## src/rtl/shift_seq.sv

```systemverilog
// Parallel-to-serial sequencer for a WIDTH-stage serial-in shift register:
// accepts a word, pulses a clear, shifts the word in, then reports the readback and a mismatch flag.
module shift_seq #(
  parameter int WIDTH     = 4,
  parameter bit LSB_FIRST = 1'b1,
  parameter int GAP       = 0
) (
  input  logic             clk,
  input  logic             clear,
  input  logic             in_valid,
  output logic             in_ready,
  input  logic [WIDTH-1:0] in_data,
  output logic             sr_clr,
  output logic             sr_en,
  output logic             sr_si,
  input  logic [WIDTH-1:0] sr_q,
  output logic             out_valid,
  input  logic             out_ready,
  output logic [WIDTH-1:0] out_data,
  output logic             out_err,
  output logic             busy
);

  localparam int            CW       = $clog2(WIDTH + 1);
  localparam logic [CW-1:0] CNT_ZERO = CW'(0);
  localparam logic [CW-1:0] CNT_ONE  = CW'(1);
  localparam logic [CW-1:0] CNT_LAST = CW'(WIDTH - 1);
  localparam logic [3:0]    GAP_LAST = 4'((GAP > 0) ? (GAP - 1) : 0);

  typedef enum logic [2:0] {
    S_IDLE  = 3'd0,
    S_CLR   = 3'd1,
    S_SHIFT = 3'd2,
    S_DONE  = 3'd3,
    S_GAP   = 3'd4
  } state_t;

  state_t           state_q;
  logic [CW-1:0]    cnt_q;
  logic [3:0]       gap_q;
  logic [WIDTH-1:0] latch_q;
  logic             sr_clr_q;
  logic             sr_en_q;
  logic             sr_si_q;
  logic             out_valid_q;
  logic [WIDTH-1:0] out_data_q;
  logic             out_err_q;
  logic [WIDTH-1:0] order_s;

  function automatic logic [WIDTH-1:0] bit_rev(input logic [WIDTH-1:0] w);
    logic [WIDTH-1:0] r;
    for (int i = 0; i < WIDTH; i++) begin
      r[i] = w[WIDTH-1-i];
    end
    return r;
  endfunction

  function automatic logic ser_bit(input logic [WIDTH-1:0] w, input logic [CW-1:0] idx);
    logic [WIDTH-1:0] sh;
    sh = w >> idx;
    return sh[0];
  endfunction

  // Bit i of order_s is the i-th bit shifted out; it is also the image the register must hold.
  always_comb begin
    order_s = latch_q;
    if (LSB_FIRST) begin
      order_s = latch_q;
    end else begin
      order_s = bit_rev(latch_q);
    end
  end

  // Sequencer FSM with registered strobes and result.
  always_ff @(posedge clk or negedge clear) begin
    if (!clear) begin
      state_q     <= S_IDLE;
      cnt_q       <= CNT_ZERO;
      gap_q       <= 4'd0;
      latch_q     <= '0;
      sr_clr_q    <= 1'b0;
      sr_en_q     <= 1'b0;
      sr_si_q     <= 1'b0;
      out_valid_q <= 1'b0;
      out_data_q  <= '0;
      out_err_q   <= 1'b0;
    end else begin
      case (state_q)
        S_IDLE: begin
          if (in_valid) begin
            latch_q  <= in_data;
            sr_clr_q <= 1'b1;
            state_q  <= S_CLR;
          end
        end
        S_CLR: begin
          sr_clr_q <= 1'b0;
          cnt_q    <= CNT_ZERO;
          sr_en_q  <= 1'b1;
          sr_si_q  <= ser_bit(order_s, CNT_ZERO);
          state_q  <= S_SHIFT;
        end
        S_SHIFT: begin
          cnt_q <= cnt_q + CNT_ONE;
          if (cnt_q == CNT_LAST) begin
            sr_en_q <= 1'b0;
            sr_si_q <= 1'b0;
            state_q <= S_DONE;
          end else begin
            sr_si_q <= ser_bit(order_s, cnt_q + CNT_ONE);
          end
        end
        // First DONE cycle samples sr_q once the final shift has landed.
        S_DONE: begin
          if (!out_valid_q) begin
            out_data_q  <= sr_q;
            out_err_q   <= (sr_q != order_s);
            out_valid_q <= 1'b1;
          end else if (out_ready) begin
            out_valid_q <= 1'b0;
            gap_q       <= 4'd0;
            state_q     <= (GAP > 0) ? S_GAP : S_IDLE;
          end
        end
        S_GAP: begin
          if (gap_q == GAP_LAST) begin
            state_q <= S_IDLE;
          end else begin
            gap_q <= gap_q + 4'd1;
          end
        end
        default: begin
          state_q     <= S_IDLE;
          sr_clr_q    <= 1'b0;
          sr_en_q     <= 1'b0;
          sr_si_q     <= 1'b0;
          out_valid_q <= 1'b0;
        end
      endcase
    end
  end

  assign in_ready  = (state_q == S_IDLE);
  assign busy      = (state_q != S_IDLE);
  assign sr_clr    = sr_clr_q;
  assign sr_en     = sr_en_q;
  assign sr_si     = sr_si_q;
  assign out_valid = out_valid_q;
  assign out_data  = out_data_q;
  assign out_err   = out_err_q;

endmodule

```

## config.mk

```make
export PLATFORM = sky130hd
export DESIGN_NAME = shift_seq
export DESIGN_NICKNAME = d
export VERILOG_FILES = /design/src/rtl/shift_seq.sv
export SDC_FILE = /design/constraint.sdc
export NUM_CORES = 1
export LEC_CHECK = 0
export ABC_CLOCK_PERIOD_IN_PS = 1900
export CAP_MARGIN = 30
export CORE_MARGIN = 3
export CORE_UTILIZATION = 47
export DETAILED_ROUTE_END_ITERATION = 7
export PLACE_DENSITY = 0.77
export SLEW_MARGIN = 30
export SYNTH_ARGS = -nofsm -noshare
export SYNTH_HDL_FRONTEND = slang
export SYNTH_SLANG_ARGS = --single-unit
```

## constraint.sdc

```tcl
create_clock -name clk -period 1.9 [get_ports clk]
set_input_delay 0.38 -clock clk [delete_from_list [all_inputs] [get_ports clk]]
set_output_delay 0.38 -clock clk [all_outputs]
set_load 0.01 [all_outputs]
```

# ---- After elaboration in Yosys (flattened, before gate mapping)
# Cells that the tools add are included.
dict set report word_totals {
  register_bits 23
  input_bits 12
  wordCells 62
}
dict set report op_classes {
  n_eq_ne 12
  bitwise 3
  reduce_logical 14
  shift 1
  mux 20
  addsub 2
}
# cell count
set ops {}
lappend ops {{$mux 3} 5}
lappend ops {{$pmux 3 s5} 1}
lappend ops {{$mux 4} 3}
lappend ops {{$ne 2x2->1 const B} 6}
lappend ops {{$eq 3x2->1 const B} 3}
lappend ops {{$pmux 4 s2} 1}
lappend ops {{$reduce_and 2->1} 4}
lappend ops {{$pmux 1 s3} 2}
lappend ops {{$pmux 3 s2} 1}
lappend ops {{$reduce_or 3->1} 2}
lappend ops {{$mux 1} 5}
lappend ops {{$reduce_and 5->1} 1}
lappend ops {{$add 4x1->4 const B} 1}
lappend ops {{$logic_not 4->1} 1}
lappend ops {{$ne 4x4->1} 1}
lappend ops {{$pmux 1 s2} 2}
lappend ops {{$reduce_and 4->1} 1}
lappend ops {{$reduce_bool 2->1} 2}
lappend ops {{$reduce_or 4->1} 1}
lappend ops {{$shr 4x3->1} 1}
lappend ops {{$add 3x1->3 const B} 1}
lappend ops {{$eq 3x1->1 const B} 1}
lappend ops {{$eq 3x3->1 const B} 1}
lappend ops {{$logic_not 3->1} 1}
lappend ops {{2 further kinds} 4}

# ---- Depth between registers and ports, before layout
dict set report logic_depth {
  depth_word 4
  ltp_mapped 6
  mapped_depth_nobuf 5
}

# ---- Worst setup path after synthesis
# OpenSTA, ideal clock, no wires.
dict set report synth_timing {
  path_type {register to register}
  from {register state_q[0]}
  to {register state_q[1]}
  path_buffers 0
  arrival_ps 1382
  path_slack_ps 393
  stages_incl_launch_ff 5
  setup_ps 125
  path_cell_list {dfrtp_1 inv_1 ha_1 a221oi_2 mux2_2}
}
dict set report synth_between {
  elab_chain_cells 3
}
# item line_no
set synth_lines {}
lappend synth_lines {{start, declared} 38} ;# state_t state_q;
lappend synth_lines {{start signal, assigned} 122} ;# state_q <= (GAP > 0) ? S_GAP : S_IDLE;
lappend synth_lines {{$eq 3x3->1 (tied with other cells)} 88} ;# case (state_q)
lappend synth_lines {{$ne 2x2->1 (no source line)} -}
lappend synth_lines {{$reduce_and 5->1 (no source line)} -}
# Parallel ways exist; a longest one is shown, timed or not.
# A chain may end at the register's enable or synchronous reset.

# ---- Worst setup path after layout
dict set report layout_timing {
  from {register state_q[0]}
  to {output port busy}
}
dict set report layout_between {
  elab_chain_cells 1
}
# item line_no
set layout_lines {}
lappend layout_lines {{$reduce_bool 3->1} 144} ;# assign busy = (state_q != S_IDLE);
lappend layout_lines {{end, declared} 21} ;# output logic busy
# Every way passes these cells.

==> flow_summary.toml <==
[global_route]
grt_pass1_vias = 715
grt_max_degree = 19
grt_usage = 0.156
grt_pass1_wl_um = 2970
grt-busiest-layer = "met2"
overflow = 0
grt_use_met2 = 0.247
use_met1 = 0.193
antenna_found_initial = 0
met3_usage = 0.0483

[die]
boundaryPins = 23
die_h_um = 49.8
coreArea_mm2 = 0.00176
initial_core_util = 0.511
die_w_um = 49.8
die_area_mm2 = 0.00248
rows = 15

[critical_path]
end_kind = "primary output"
reg2reg_depth = 5
cpPeakStageDelay_ns = 0.40
crit_top_cell = "inv_1"
crit_required_ns = 1.52
r2r-start = "state_q[1]$_DFFE_PN0P_"
path_cells = "inv_1 -> ha_4 -> inv_1 -> dlygate4sd2_1"
path_class = "register to primary output"
crit_buf_inv = 3
critPathArrivalTime_ns = 1.33
rrSetupSlack_ns = 0.22
slowest_stage = "dfrtp_1"
cp-start-kind = "register"
r2r_end = "state_q[1]$_DFFE_PN0P_"
cp_max_fo = 5
crit_family = "buffers and inverters"

[yosys]
synth.avg_cell_area_um2 = 12.3
syn_area_um2 = 901
yosysWarnings = 0
synth.distinct_cells = 21
netlist.area_leader.share = 0.500
ys_ff_latch = 18
synth_cells = 73
syn-num-nets = 92
synth_top_cell_by_area = "dfrtp_1"
synth-seq-area-share = 0.500
ys_top_cells_by_area = "dfrtp_1 (50%), mux2_2 (14%), ha_1 (9.7%)"

[timing]
hold_viol = 0
slew_headroom = 0.801
fin_skew_ns = 0.0124
fin_crit_ns = 1.71
tightest_slew_ns = 0.299
fin_crit_sh = 0.902
drv_slew = 0
whs_ns = 0.396
fin_tns_setup_ns = 0
setup_viol = 0
rsz0062_at_grt = "false"
fmax_ghz = 0.584

[detailed_routing]
wl_per_cell_um = 12.9
viasPerCell = 4.94
drt_wl_total_um = 1660
initialDrtViolationCount = 9
dr.pass1.iters = 4
drc_errors = 0
antenna_left = 0
via_count = 632

[cells_and_area]
nFillCells = 150
post-route-util = 0.699
diodes = 0
nets = 123
area_growth_pct = 36.8
final-seq-area_um2 = 450
drive_above_1_share = 0.223
stdcell_area_mm2 = 0.00123
multi_input_area_um2 = 433

[placed_design]
io_buffers = 22
hpwlAfterDp_um = 1260
place_area_mm2 = 0.00117
place_congestion = 0.783

[run]
drv_cap = 0

[outcome]
status = "finished clean"

[power_and_ir_drop]
power_density_mw_per_mm2 = 1690
finalPower_mw = 2.08
p_leak_nw = 0.556
vdd_ir_drop_max_v = 0.00117

[cts]
cts_tree = "done"
holdBufCountCts = 0
clk_path_buf_depth = 2
cts_sinks = 18
cts_buffers = 3
htreeDepth = 1
clk_pin_slew_worst_paths_ns = 0.11
clk_latency_ns = 0.30
clockRootBuffer = "clkbuf_4"

[min_path]
hp-class = "primary input to async pin"
## logic make-up after synthesis
| kind of cell | Yosys count | synth area share |
|---|---|---|
| muxes | 14 | 0.185 |
| adders and majority gates | 7 | 0.0972 |
| xor gates and xnor gates | 4 | 0.0389 |
| DFF | 18 | 0.500 |
| and+or+nand+nor | 11 | 0.0597 |
| buffers and inverters | 8 | 0.0333 |
| AOI/OAI and AO/OA | 11 | 0.0861 |
## area by class of cell
cell class / count / share of cell area
clock buffer: 4 / 0.0294
inverter: 7 / 0.0213
multi-input combinational: 47 / 0.351
sequential: 18 / 0.365
tap: 25 / 0.0254
timing repair buffer: 27 / 0.207
## worst reg2reg max path: stages (launching register included)
cell and delay [ns]:
dfrtp_1 0.40, buf_4 0.16, ha_1 0.21, a21boi_0 0.16, a221oi_2 0.28, mux2_2 0.37
## synth_stat cells
library cell,instances
a21boi_0,2
nor2_1,2
a41o_1,1
and2_1,1
o21bai_1,1
nor4_1,1
mux2_2,11
inv_1,7
nand3_1,1
ha_1,7
a221oi_2,1
xor2_1,4
dfrtp_1,18
nand3b_1,1
a21oi_1,3
mux4_2,1
nand2_1,4
o21ai_0,3
clkbuf_1,1
nand2b_1,1
mux2i_1,2
## power breakdown
| group | leakage [nW] | internal (mW) | switching, mW | total [mW] |
|---|---|---|---|---|
| Clock | 0.0210 | 0.117 | 0.121 | 0.238 |
| Sequential | 0.221 | 0.563 | 0.117 | 0.681 |
| Combinational | 0.314 | 0.667 | 0.493 | 1.16 |
## worst max path at each step
stage | start | endpoint | cells after the start
after floorplan | state_q[0]$_DFFE_PN0P_ | state_q[1]$_DFFE_PN0P_ | 4
after global placement | in_valid | state_q[1]$_DFFE_PN0P_ | 4
after detailed placement | state_q[0]$_DFFE_PN0P_ | busy | 4
after CTS | state_q[0]$_DFFE_PN0P_ | busy | 4
after global routing | state_q[0]$_DFFE_PN0P_ | busy | 4
final | state_q[0]$_DFFE_PN0P_ | busy | 4
## metrics by stage
step	setup slack [ns]	instances
after global placement	0.183	122
after global routing	0.102	128
final	0.187	128
after CTS	0.195	128
after floorplan	0.393	73
after detailed placement	0.152	122
## flip-flops by register name, indices dropped and copies added (netlist names)
| name | cells |
|---|---|
| latch_q | 4 |
| out_data | 4 |
| sr_en | 1 |
| out_err | 1 |
| cnt_q | 3 |
| sr_si | 1 |
| sr_clr | 1 |
| state_q | 2 |
| out_valid | 1 |
## layout by cell type (no fill, tap or decap), drive strengths merged, types with 2 or more instances in the layout
master	instances
dlygate4sd2	2
a21boi	2
nand2	4
ha	7
xor2	4
dfrtp	18
a21oi	3
mux2	11
clkdlybuf4s50	20
o21ai	3
clkbuf	4
buf	5
inv	7
nor2	2
mux2i	2
## per-layer routing
layer,vias up,part of all wire
met5,-,0
met4,0,0.018
met3,4,0.040
met2,12,0.50
met1,303,0.45
li1,313,-
## timing repair
action / 4_1_cts / 5_1_grt
buffers inserted: 2 / 0
endpoints found under the setup margin: 2 / 0
gates resized for setup: 4 / 0
Note: power is estimated with default switching activity, not from simulation.
==> patch (same flow settings) <==
Encoding of `state_t`: now Gray code (3 bits for 5 states).
--- a/src/rtl/shift_seq.sv
+++ b/src/rtl/shift_seq.sv
@@ -30,7 +30,7 @@
   typedef enum logic [2:0] {
-    S_IDLE  = 3'd0,
-    S_CLR   = 3'd1,
-    S_SHIFT = 3'd2,
-    S_DONE  = 3'd3,
-    S_GAP   = 3'd4
+    S_IDLE  = 3'b000,
+    S_CLR   = 3'b001,
+    S_SHIFT = 3'b011,
+    S_DONE  = 3'b010,
+    S_GAP   = 3'b110
   } state_t;
Check against the original RTL: same outputs for any inputs over 10 cycles, from zero or initial values; not proved beyond that.
==> patch against the original RTL <==
Total power fell by 13%; sequential cell count did not move; area after synthesis fell by 8.5%; setup slack worse by 0.065 ns; wire length down 13%; final area fell by 9.6%; sequential share of layout area rose by 3.9 points; combinational power down 24%.
==> patch: results <==
[place]
hpwl_mm = 1.14
gp_congestion = 0.738
placed_cells = 107
preCtsSetupSlack_ns = 0.325
placed_area_mm2 = 0.00108

[layout]
drive_above_1_share_pct = 24.2
fillers = 135
stdcell_area_mm2 = 0.00111

[grt]
grt_use_met1_pct = 18.7
met2_usage_pct = 26.1
antenna_found_initial = 0
grt_pass1_wl_mm = 2.44
track_usage_pct = 15.2
grt_pass1_vias = 615
grt.met3_usage_pct = 2.26

[yosys]
yosys-top-cells-area = dfrtp_1, mux2_2, xor2_1
seq_area_frac_synth_pct = 54.6
netlist_instances = 68
synth_adder_area_share_pct = 3.03
synth_cell_types = 26
synth_compound_area_share_pct = 5.92
synth-xor-area-share_pct = 4.25
yosys-top-cells-count = dfrtp_1, mux2_2, nor2_1
synth_mux_area_share_pct = 16.2

[route]
drtPass1Iterations = 2
wl_per_cell_um = 13.0
via_count = 581

[clocking]
ctsResizeCount = 1
post_cts_buffers = 0
clk_latency_ns = 0.28

[outcome]
status = finished clean

[power]
power.switching_uw = 594
max-vdd-ir-drop_uv = 917

[timing]
worstMarginPinSlew_ns = 0.429
finalClockSkew_ns = 0.000998

[critical_path]
cp_max_fo = 2
## patch: cell types whose count changed after synthesis, moves of 2 or more
| cell | change |
|---|---|
| mux2_2 | -2 |
| ha_1 | -5 |
| nor2_1 | +5 |
| inv_1 | -4 |
## patch: layout make-up
| cell class | count | area share (%) |
|---|---|---|
| Sequential cell | 18 | 40.4 |
| Multi-Input combinational cell | 44 | 31.5 |
| Timing Repair Buffer | 25 | 21.7 |
| Clock buffer | 4 | 3.26 |
| Tap cell | 16 | 1.80 |
| Inverter | 4 | 1.35 |
## patch: power groups by stage
stage	clock network (uW)	registers, uW	logic, uW
2_1_floorplan	0	740	490
3_3_place_gp	0	705	879
3_5_place_dp	0	712	896
4_1_cts	237	705	897
5_1_grt	253	725	992
6_report	229	698	884
## patch: per-layer routing
| metal | vias to the layer above | part of all wire [%] |
|---|---|---|
| met2 | 18 | 47 |
| met1 | 270 | 46 |
| li1 | 291 | - |
| met4 | 0 | 0.62 |
| met5 | - | 0 |
| met3 | 2 | 5.4 |
## patch: path summary, 6_finish.rpt
kind	startpoint	end	slack [ns]	cells after the start
max	state_q[1]	busy	0.12	2
min	clear	cnt_q[2]	0.41	2
max reg2reg	state_q[0]	out_data[1]	0.42	3
min reg2reg	sr_en	sr_en	0.49	1
max in group asynchronous	clear	out_err	1.30	2
min in group clk	sr_en	sr_en	0.49	1
## patch: logic make-up (layout without fill, tap and decap cells)
logic type / Yosys count / in the layout
XOR/XNOR: 4 / 4
multiplexers: 11 / 11
flip-flops: 18 / 18
adder cells (fa/ha/maj): 2 / 2
buffers and inverters: 6 / 33
AND/OR/NAND/NOR: 19 / 19
AO/OA/AOI/OAI: 8 / 8
## patch: critical path: stages (launching register included)
cell	delay [ns]
dfrtp_1	0.39
or2_4	0.25
clkdlybuf4s50_1	0.48
